===== config.mk =====
export PLATFORM = sky130hd
export DESIGN_NAME = opb_status_regbank
export DESIGN_NICKNAME = d
export VERILOG_FILES = /design/src/rtl/opb_status_regbank.sv
export SDC_FILE = /design/constraint.sdc
export NUM_CORES = 1
export LEC_CHECK = 0
export ABC_AREA = 1
export CORE_ASPECT_RATIO = 0.5
export CORE_MARGIN = 5
export CORE_UTILIZATION = 52
export CTS_CLUSTER_DIAMETER = 30
export DETAILED_ROUTE_END_ITERATION = 10
export HOLD_SLACK_MARGIN = 0.03
export PLACE_DENSITY_LB_ADDON = 0.3
export SLEW_MARGIN = 10
export SYNTH_ARGS = -nofsm -noshare
export SYNTH_HDL_FRONTEND = slang
export SYNTH_SLANG_ARGS = --single-unit

===== constraint.sdc =====
create_clock -name OPB_Clk -period 12.3 [get_ports OPB_Clk]
set_clock_uncertainty 0.1 [all_clocks]
set_input_delay 1.845 -clock OPB_Clk [delete_from_list [all_inputs] [get_ports OPB_Clk]]
set_output_delay 1.845 -clock OPB_Clk [all_outputs]
set_load 0.03 [all_outputs]

===== src/rtl/opb_status_regbank.sv =====
// OPB slave register bank that captures per-channel user status words in live, snapshot or sticky-OR views.
// Each channel also keeps a capture count and a new-data flag.
module opb_status_regbank #(
    parameter logic [31:0] C_BASEADDR    = 32'h01080D00,
    parameter logic [31:0] C_HIGHADDR    = 32'h01080DFF,
    parameter int          C_OPB_AWIDTH  = 32,
    parameter int          C_OPB_DWIDTH  = 32,
    parameter int          C_NUM_CH      = 4,
    parameter int          C_USER_DWIDTH = 32
) (
    input  logic                                OPB_Clk,
    input  logic                                OPB_Rst,
    input  logic [0:31]                         OPB_ABus,
    input  logic [0:3]                          OPB_BE,
    input  logic [0:31]                         OPB_DBus,
    input  logic                                OPB_RNW,
    input  logic                                OPB_select,
    input  logic                                OPB_seqAddr,
    output logic [0:31]                         Sl_DBus,
    output logic                                Sl_xferAck,
    output logic                                Sl_errAck,
    output logic                                Sl_retry,
    output logic                                Sl_toutSup,
    input  logic [C_NUM_CH*C_USER_DWIDTH-1:0]   user_data_in,
    input  logic [C_NUM_CH-1:0]                 user_valid
);

    localparam int W = C_USER_DWIDTH;
    localparam int N = C_NUM_CH;

    typedef enum logic [1:0] {S_IDLE, S_ACK, S_HOLD} state_t;

    state_t                 state;
    logic                   armed;
    logic                   ack_q;
    logic [31:0]            dbus_q;
    logic [1:0]             mode;
    logic                   snap_req;
    logic [W-1:0]           live   [N];
    logic [W-1:0]           shadow [N];
    logic [15:0]            count  [N];
    logic [N-1:0]           newflag;

    logic [C_OPB_AWIDTH-1:0] off;
    logic [31:0]             wdata;
    logic [C_OPB_DWIDTH-1:0] rd_mux;
    logic [N-1:0]            data_rd;
    logic [5:0]              reg_sel;
    logic                    addr_hit;
    logic                    start;
    logic                    word_ok;
    logic                    wr_ctrl;
    logic                    use_shadow;
    logic                    unused_ok;

    function automatic logic [31:0] zext(input logic [W-1:0] v);
        logic [31:0] r;
        r        = '0;
        r[W-1:0] = v;
        return r;
    endfunction

    assign Sl_errAck  = 1'b0;
    assign Sl_retry   = 1'b0;
    assign Sl_toutSup = 1'b0;
    assign Sl_xferAck = ack_q;
    assign Sl_DBus    = dbus_q;

    assign wdata      = OPB_DBus;
    assign off        = OPB_ABus - C_BASEADDR;
    assign addr_hit   = OPB_select && (OPB_ABus >= C_BASEADDR) && (OPB_ABus <= C_HIGHADDR);
    // armed blocks a select that was already high across a reset from being acked
    assign start      = (state == S_IDLE) && addr_hit && armed;
    assign word_ok    = (off[C_OPB_AWIDTH-1:8] == '0) && (off[1:0] == 2'b00);
    assign reg_sel    = off[7:2];
    assign wr_ctrl    = start && !OPB_RNW && (OPB_BE == 4'b1111) && word_ok && (reg_sel == 6'd0);
    assign use_shadow = (mode == 2'b01) || (mode == 2'b10);
    assign unused_ok  = &{1'b0, OPB_seqAddr, wdata[30:2]};

    // register decode: CTRL, NEWFLAGS, DATA block at word 16, COUNT block at word 32
    always_comb begin
        rd_mux  = '0;
        data_rd = '0;
        if (word_ok) begin
            if (reg_sel == 6'd0)
                rd_mux[1:0] = mode;
            else if (reg_sel == 6'd1)
                rd_mux[N-1:0] = newflag;
            for (int i = 0; i < N; i++) begin
                if (reg_sel == 6'(16 + i)) begin
                    rd_mux     = zext(use_shadow ? shadow[i] : live[i]);
                    data_rd[i] = start && OPB_RNW;
                end
                if (reg_sel == 6'(32 + i))
                    rd_mux[15:0] = count[i];
            end
        end
    end

    always_ff @(posedge OPB_Clk or posedge OPB_Rst) begin
        if (OPB_Rst) begin
            state    <= S_IDLE;
            armed    <= 1'b0;
            ack_q    <= 1'b0;
            dbus_q   <= '0;
            mode     <= 2'b00;
            snap_req <= 1'b0;
        end else begin
            if (!OPB_select)
                armed <= 1'b1;
            ack_q    <= start;
            dbus_q   <= (start && OPB_RNW) ? rd_mux : '0;
            snap_req <= wr_ctrl && wdata[31];
            if (wr_ctrl)
                mode <= wdata[1:0];
            case (state)
                S_IDLE:  if (start) state <= S_ACK;
                S_ACK:   state <= S_HOLD;
                S_HOLD:  if (!OPB_select) state <= S_IDLE;
                default: state <= S_IDLE;
            endcase
        end
    end

    // per-channel capture; a capture in the same cycle as a DATA read wins over the clear
    always_ff @(posedge OPB_Clk or posedge OPB_Rst) begin
        if (OPB_Rst) begin
            for (int i = 0; i < N; i++) begin
                live[i]   <= '0;
                shadow[i] <= '0;
                count[i]  <= '0;
            end
            newflag <= '0;
        end else begin
            for (int i = 0; i < N; i++) begin
                if (user_valid[i]) begin
                    live[i]  <= user_data_in[i*W +: W];
                    count[i] <= count[i] + 16'd1;
                end
                newflag[i] <= user_valid[i] | (newflag[i] & ~data_rd[i]);
                if (snap_req && (mode == 2'b01))
                    shadow[i] <= live[i];
                else if (mode == 2'b10) begin
                    if (data_rd[i])
                        shadow[i] <= user_valid[i] ? user_data_in[i*W +: W] : '0;
                    else if (user_valid[i])
                        shadow[i] <= shadow[i] | user_data_in[i*W +: W];
                end
            end
        end
    end

endmodule

==> Word-level counts from Yosys, hierarchy flattened <==
Cells that the tools add are included.
{ "word_totals": {"out_inout_bits": 36, "elab_cells": 134, "regBits": 363} }
{ "classes": {"eq_ne": 16, "mux": 48, "n_reduce_logical": 28, "bitwise_logic": 16, "add_sub_neg": 5, "order_cmp": 2} }
{ "op_table": {"columns": ["op", "n"], "rows": [
  ["$mux W32", 31],
  ["$or A32 B32 Y32", 4],
  ["$add A16 B1 Y16 const B", 4],
  ["$mux W16", 4],
  ["$ge A32 B25 Y1 const B", 1],
  ["$le A32 B25 Y1 const B", 1],
  ["$sub A32 B25 Y32 const B", 1],
  ["$eq A6 B5 Y1 const B", 4],
  ["$eq A6 B6 Y1 const B", 4],
  ["$logic_not A24 Y1", 1],
  ["$mux W4", 4],
  ["$logic_and A1 B1 Y1", 12],
  ["$reduce_bool A3 Y1", 4],
  ["$reduce_and A2 Y1", 5],
  ["$mux W2", 4],
  ["$eq A6 B1 Y1 const B", 1],
  ["$logic_not A6 Y1", 1],
  ["$pmux W2 S3", 1],
  ["$and A1 B1 Y1", 4],
  ["$eq A2 B1 Y1 const B", 2],
  ["$eq A2 B2 Y1 const B", 2],
  ["$eq A4 B4 Y1 const B", 1],
  ["$logic_not A2 Y1", 2],
  ["$mux W1", 4],
  ["6 further kinds", 13]
]} }

==> Depth between registers and ports, before layout <==
Gate-level depths: netlist (run 1).
{ "depth": {"word_depth": 17, "depth_mapped": 18, "ltp_nobuf": 17} }

==> Worst setup path after synthesis (run 1) <==
Ideal clock, no wire load.
{ "synth_path": {"path_kind": "input to register", "start": "in OPB_ABus[14] (netlist name)", "end": "reg shadow[100] (netlist name)", "required_ns": 12.081, "arrival_time_ns": 3.392, "slack_ns": 8.689, "path_stages": 15, "cell_sequence": "nor2_2 nand2_1 a21oi_2 nand2_2 nand2_1 nand2_1 nand2_1 nand2_2 nor2_8 nand4_4 nand2_4 buf_4 nand3_1 nor2_1 nor2_1"} }
{ "synth_via": {"elab_chain_cells": 11} }
{ "synth_lines": {"columns": ["item", "line", "source"], "rows": [
  ["start: declaration", "13", "input logic [0:31] OPB_ABus,"],
  ["$ge A32 B25 Y1", "71", "assign addr_hit = OPB_select && (OPB_ABus >= C_BASEADDR) && (OPB_ABus <= C_HIGHADDR);"],
  ["$logic_and A1 B1 Y1 (2 in series)", "71", null],
  ["$logic_and A1 B1 Y1 (2 in series)", "73", "assign start = (state == S_IDLE) && addr_hit && armed;"],
  ["$logic_and A1 B1 Y1", "92", "data_rd[i] = start && OPB_RNW;"],
  ["$mux W1", "90", "if (reg_sel == 6'(16 + i)) begin"],
  ["$mux W4 (*)", "84", "if (word_ok) begin"],
  ["$mux W32", "144", "if (data_rd[i])"],
  ["$mux W32", "143", "else if (mode == 2'b10) begin"],
  ["$mux W32", "141", "if (snap_req && (mode == 2'b01))"],
  ["end signal: indexed assignment", "142", "shadow[i] <= live[i];"],
  ["end signal: indexed assignment", "145", "shadow[i] <= user_valid[i] ? user_data_in[i*W +: W] : '0;"],
  ["end signal: indexed assignment", "147", "shadow[i] <= shadow[i] | user_data_in[i*W +: W];"],
  ["end: declaration", "40", "logic [W-1:0] shadow [N];"]
]} }
Every way passes the cells marked *; elsewhere a longest branch is shown, timed or not. The select of a mux whose other input is x is not followed.
A chain may end at the register's enable or synchronous reset.

==> Worst setup path after layout (run 1) <==
{ "layout_path": {"start": "in OPB_ABus[12] (netlist name)", "end": "reg shadow[66] (netlist name)"} }
Same word-level chain as after synthesis.

==> impl_metrics.yaml, run 1 <==
outcome:
  status: "finished, final reports clean"
drt:
  ant_nets: 0
  drt-pass1-iter-count: 6
  vias: 20800
  drtIter0Drc: 2417
  wl_um: 65900
  wire_per_inst_um: 17.8
  viasPerCell: 5.63
  drc: 0
finish:
  diodes: 0
  n_fill_cell: 3435
  drive_gt1_frac: 0.0550
  most-common-layout-cells: "630 x nor2_1, 580 x nand2_1, 363 x dfrtp_1"
  finalNonFillerCells: 3702
  final_common_cell: "nor2_1"
  synthToLayoutAreaGrowth_pct: 20.0
  fin_nets: 3326
logic_synthesis:
  ys_seq_area_frac: 0.432
  yosys_warnings: 0
  ys_seq_elements: 363
  synth_flop_cell: "dfrtp_1"
  synth-edff-count: 0
  syn_area_mm2: 0.0210
  syn-instance-count: 3001
  synth.distinct_cells: 46
  avgSynthCellArea_um2: 7.00
  async_flop_share: 1.00
clock_network:
  cts.reportedPaths.clkPinSlew_ns: 0.05
  cts_root_buf: "clkbuf_16"
  cts_setup_buffers: 0
  htreeDepth: 2
  worstSkewPairLatency_ns: 0.59
  post_cts_resized: 0
  cts.hold.buffers_added: 0
  clock-sinks: 363
  numCtsBuffers: 56
  ctsLongestPathBuffers: 3
  cts_tree: "built"
grt:
  grt_start_max_net_pins: 110
  grt_pass1_wl_um: 103000
  grt_overflow_total: 0
  antenna_found_initial: 0
  grt_pass1_vias: 19300
  track_usage: 0.283
critical_path:
  endpoint_kind: "flop"
  crit_family: "simple AND/OR/NAND/NOR gates"
  worst_setup_path_start_kind: "input pin"
  path_buf_inv: 2
  cp.arrival_ns: 5.62
  critPathKind: "in2reg"
  max_stage_delay_ns: 0.84
  required_ns: 12.66
  crit_slowest_cell: "nand2_4"
  path_cells: "clkdlybuf4s50_1 -> inv_2 -> nor3_1 -> nand3_1 -> nor3_2 -> nand3_2 -> nor2_8 -> nand4_4 -> nand2_4 -> nand3_1 -> nor2_1 -> nor2_1"
  cp_max_fo: 64
floorplan:
  die_h_um: 152
  io-pin-count: 241
  dieArea_mm2: 0.0448
  rows: 52
  coreArea_mm2: 0.0402
  die_w_um: 294
  start_util: 0.523
timing:
  hold_viol: 0
  max_freq_ghz: 0.190
  finalCriticalPeriod_ns: 5.26
  setup_viol_count_final: 0
  fin_crit_sh: 0.427
  tightest_slew_ns: 1.03
  relSlewSlack: 0.312
  finalSetupTns_ns: 0
  final_max_slew_viol_count: 0
  rsz0062_at_grt: "false"
pwr:
  p_leak_nw: 12.5
  max-vdd-ir-drop_mv: 0.0999
  power-per-cell-area_mw_per_mm2: 135
place:
  io_buffer_count: 207
  hpwl_um: 42600
  dp.cells: 3597
  place_congestion: 0.934
flow_run:
  max_cap_viol_count: 0
min_path:
  hold_class: "reg2reg"
-- layout make-up --
cell class                 instances  area, µm²  area share
inverter                         324       1230      0.0486
clock buffer                      66       1550      0.0615
multi-input combinational       2143       9990       0.396
timing repair buffer             227       2210      0.0875
sequential                       363       9080       0.360
clock inverter                    39        497      0.0197
tap                              540        676      0.0268
-- layer usage --
metal	vias up	part of all wire	track usage
met2	896	0.45	0.437
met4	0	0.034	0.0912
met1	9959	0.42	0.399
met3	147	0.098	0.0625
met5	-	0	0
li1	9832	-	-
-- worst register-to-register path, stage by stage, from the launching register on --
cell     delay [ns]
dfrtp_1        0.47
inv_1          0.09
ha_1           0.25
nand2_8        0.36
inv_4          0.43
or2_4          0.87
buf_4          0.87
nand3_1        0.29
nor2_1         0.15
nor2_1         0.07
-- cell usage after synthesis, types with 23 or more instances --
master	count	area (µm²)
nor2_1	631	2370
nand2_1	581	2180
dfrtp_1	363	9080
o21ai_0	354	1770
inv_1	315	1180
a21oi_1	181	906
nand3_1	169	846
clkbuf_1	121	454
xor2_1	35	307
o211ai_1	28	210
a211oi_1	27	203
buf_4	27	203
nor3_1	23	115
-- metrics by stage --
step | total power (W) | hold WS [ns] | instance area, µm² | setup WS (ns) | util
6_report | 0.00341 | 0.369 | 25200 | 7.04 | 0.627
4_1_cts | 0.00342 | 0.370 | 25200 | 7.12 | 0.627
5_1_grt | 0.00354 | 0.388 | 25200 | 6.82 | 0.627
3_5_place_dp | 0.00171 | 0.361 | 23200 | 6.57 | 0.577
3_3_place_gp | 0.00170 | 0.336 | 23200 | 6.62 | 0.577
2_1_floorplan | 0.00157 | 0.324 | 21000 | 0.280 | -
-- worst paths after layout --
check                        startpoint    endpoint  slack (ns)  depth (start not counted)
max                        OPB_ABus[12]  shadow[66]        7.04                         12
min                            state[1]    state[1]        0.37                          1
max reg2reg                     mode[1]  shadow[11]        8.23                          9
min reg2reg                    state[1]    state[1]        0.37                          1
max in group asynchronous       OPB_Rst  shadow[48]        8.29                          4
min in group asynchronous       OPB_Rst  Sl_xferAck        1.72                          2
-- registers in the layout (all words and copies together), names as in the netlist --
name / count
mode: 2
live: 128
snap_req: 1
shadow: 128
count: 64
Sl_DBus: 32
newflag: 4
armed: 1
Sl_xferAck: 1
state: 2
-- power by group --
group	leakage, nW	switching, W	internal, W
combinational	6.74	0.000211	0.000136
sequential	4.73	0.0000733	0.00128
clock	0.988	0.000617	0.00110
-- cells by family after synthesis --
family	count (synthesis)	share of synthesized area
compound gates	621	0.160
buf+inv	497	0.0947
xor+xnor	57	0.0237
simple gates	1452	0.283
mux	4	0.00190
other cells	1	0.000178
fa+ha+maj	6	0.00357
flops	363	0.432
(Power assumes the default switching activity.)
==> inputs of run 2 (changes only) <==
Clock period 12.3 ns to 4.2 ns, I/O delays scaled along.
==> run 2 against run 1 <==
- largest power group unchanged
- combinational power increased to 3.0 times the previous value
- register-to-register slack got worse by 7.6 ns
- cell area increased by 0.52%
- critical path depth decreased by 4
- highest routed layer is now met5
- utilization increased by 0.33 points
- die area unchanged
- wire length increased by 0.40%
- final cell count increased by 0.73%
==> impl_metrics.yaml, run 2 (synthesis gave the netlist of run 1 again) <==
pwr:
  p_int_w: 0.00690
  power-per-cell-area_mw_per_mm2: 375
  power_frac_comb: 0.109
  p_sw_frac: 0.275
  power_switching_w: 0.00262
  clock_power_share: 0.475
  p_seq_frac: 0.415
  p_leak_nw: 12.6
  max-vdd-ir-drop_mv: 0.311
clock_network:
  post_cts_resized: 0
  cts_tree: "built"
  worstSkewPairLatency_ns: 0.59
  htreeDepth: 2
  cts_root_buf: "clkbuf_16"
  cts_setup_buffers: 0
  ctsLongestPathBuffers: 3
  cts.hold.buffers_added: 0
  numCtsBuffers: 54
  clock-sinks: 363
  cts.reportedPaths.clkPinSlew_ns: 0.06
timing:
  whs_ns: 0.269
  fin_crit_sh: 0.848
  final_max_slew_viol_count: 0
  hold_viol: 0
  rsz0062_at_grt: "false"
  max_freq_ghz: 0.281
  relSlewSlack: 0.389
  finalCriticalPeriod_ns: 3.56
  setup_viol_count_final: 0
  worst_slack_ns: 0.638
  tightest_slew_ns: 0.906
grt:
  track_usage: 0.286
  grt_pass1_wl_um: 104000
  grt_overflow_total: 0
  antenna_found_initial: 1
  grt_pass1_vias: 19400
  grt_start_max_net_pins: 102
drt:
  vias: 20900
  drt-pass1-iter-count: 6
  wl_um: 66200
  drtIter0Drc: 2262
  viasPerCell: 5.61
  wl_met2_um: 29400
  wl_met1_um: 27700
  wire_per_inst_um: 17.7
  top_layer_used: "met5"
  wl_met3_um: 6530
  ant_nets: 0
  drc: 0
outcome:
  status: "finished, final reports clean"
finish:
  multi_input_area_mm2: 0.00998
  synthToLayoutAreaGrowth_pct: 20.6
  biggestRegsByFlops: "live: 128 flops, shadow: 128 flops, count: 64 flops"
  drive_gt1_frac: 0.0621
  diodes: 0
  stdcell_area_mm2: 0.0254
  n_fill_cell: 3557
  postLayoutCoreUtil: 0.631
  fin_nets: 3356
  seqCellArea_mm2: 0.00908
  final_common_cell: "nor2_1"
  most-common-layout-cells: "630 x nor2_1, 580 x nand2_1, 363 x dfrtp_1"
min_path:
  hold_class: "in2reg"
place:
  pre_cts_ws_ns: 0.487
  hpwl_um: 44500
  place_congestion: 0.946
  io_buffer_count: 207
  place_area_mm2: 0.0235
floorplan:
  start_util: 0.523
  io-pin-count: 241
  rows: 52
  coreArea_mm2: 0.0402
  dieArea_mm2: 0.0448
  die_h_um: 152
  die_w_um: 294
critical_path:
  endpoint_kind: "flop"
  critPathKind: "reg2reg"
  required_ns: 4.52
  worst_setup_path_start_kind: "flop"
  cp.arrival_ns: 3.89
  cp_max_fo: 67
flow_run:
  max_cap_viol_count: 0
==> run 2: power groups by stage <==
stage | clock, W | combinational, W | sequential [W]
floorplan | 0 | 0.000638 | 0.00396
global placement | 0 | 0.00100 | 0.00400
detailed placement | 0 | 0.00102 | 0.00401
CTS | 0.00456 | 0.00104 | 0.00395
global route | 0.00473 | 0.00117 | 0.00399
finish | 0.00453 | 0.00104 | 0.00395
==> run 2: final timing paths <==
path	startpoint	endpoint	slack [ns]	depth (start not counted)
setup reg to reg	mode[0]	Sl_DBus[29]	0.64	8
hold reg to reg	state[1]	state[1]	0.35	1
max in group asynchronous	OPB_Rst	Sl_DBus[30]	2.56	3
setup / recovery	mode[0]	Sl_DBus[29]	0.64	8
min in group asynchronous	OPB_Rst	live[18]	0.44	2
hold / removal	user_valid[3]	newflag[3]	0.27	3
==> run 2: area by class of cell <==
cell class / instances / share of cell area
Tap cell: 540 / 0.0266
Sequential cell: 363 / 0.358
Multi-Input combinational cell: 2143 / 0.394
Inverter: 324 / 0.0482
Clock buffer: 64 / 0.0571
Clock inverter: 36 / 0.0144
Timing Repair Buffer: 259 / 0.102
==> run 2: critical path: stages, from the launching register on <==
cell and delay [ns]:
dfrtp_1 0.46, inv_1 0.11, ha_4 0.56, buf_4 0.64, a211oi_1 0.21, a211oi_1 0.69, o2111ai_1 0.35, o21ai_0 0.18
nor2_1 0.07
==> run 2: routing by layer <==
| layer | global-route usage | vias to the layer above |
|---|---|---|
| met2 | 0.436 | 891 |
| li1 | - | 9901 |
| met5 | 0 | - |
| met3 | 0.0785 | 160 |
| met4 | 0.0992 | 2 |
| met1 | 0.395 | 9962 |
==> run 2: metrics by stage <==
stage | TNS (ns) | total power [W] | std cells
2_1_floorplan | -507.56 | 0.00460 | 3003
3_3_place_gp | 0 | 0.00500 | 3629
3_5_place_dp | 0 | 0.00503 | 3629
4_1_cts | 0 | 0.00954 | 3729
5_1_grt | 0 | 0.00989 | 3729
6_report | 0 | 0.00952 | 3729
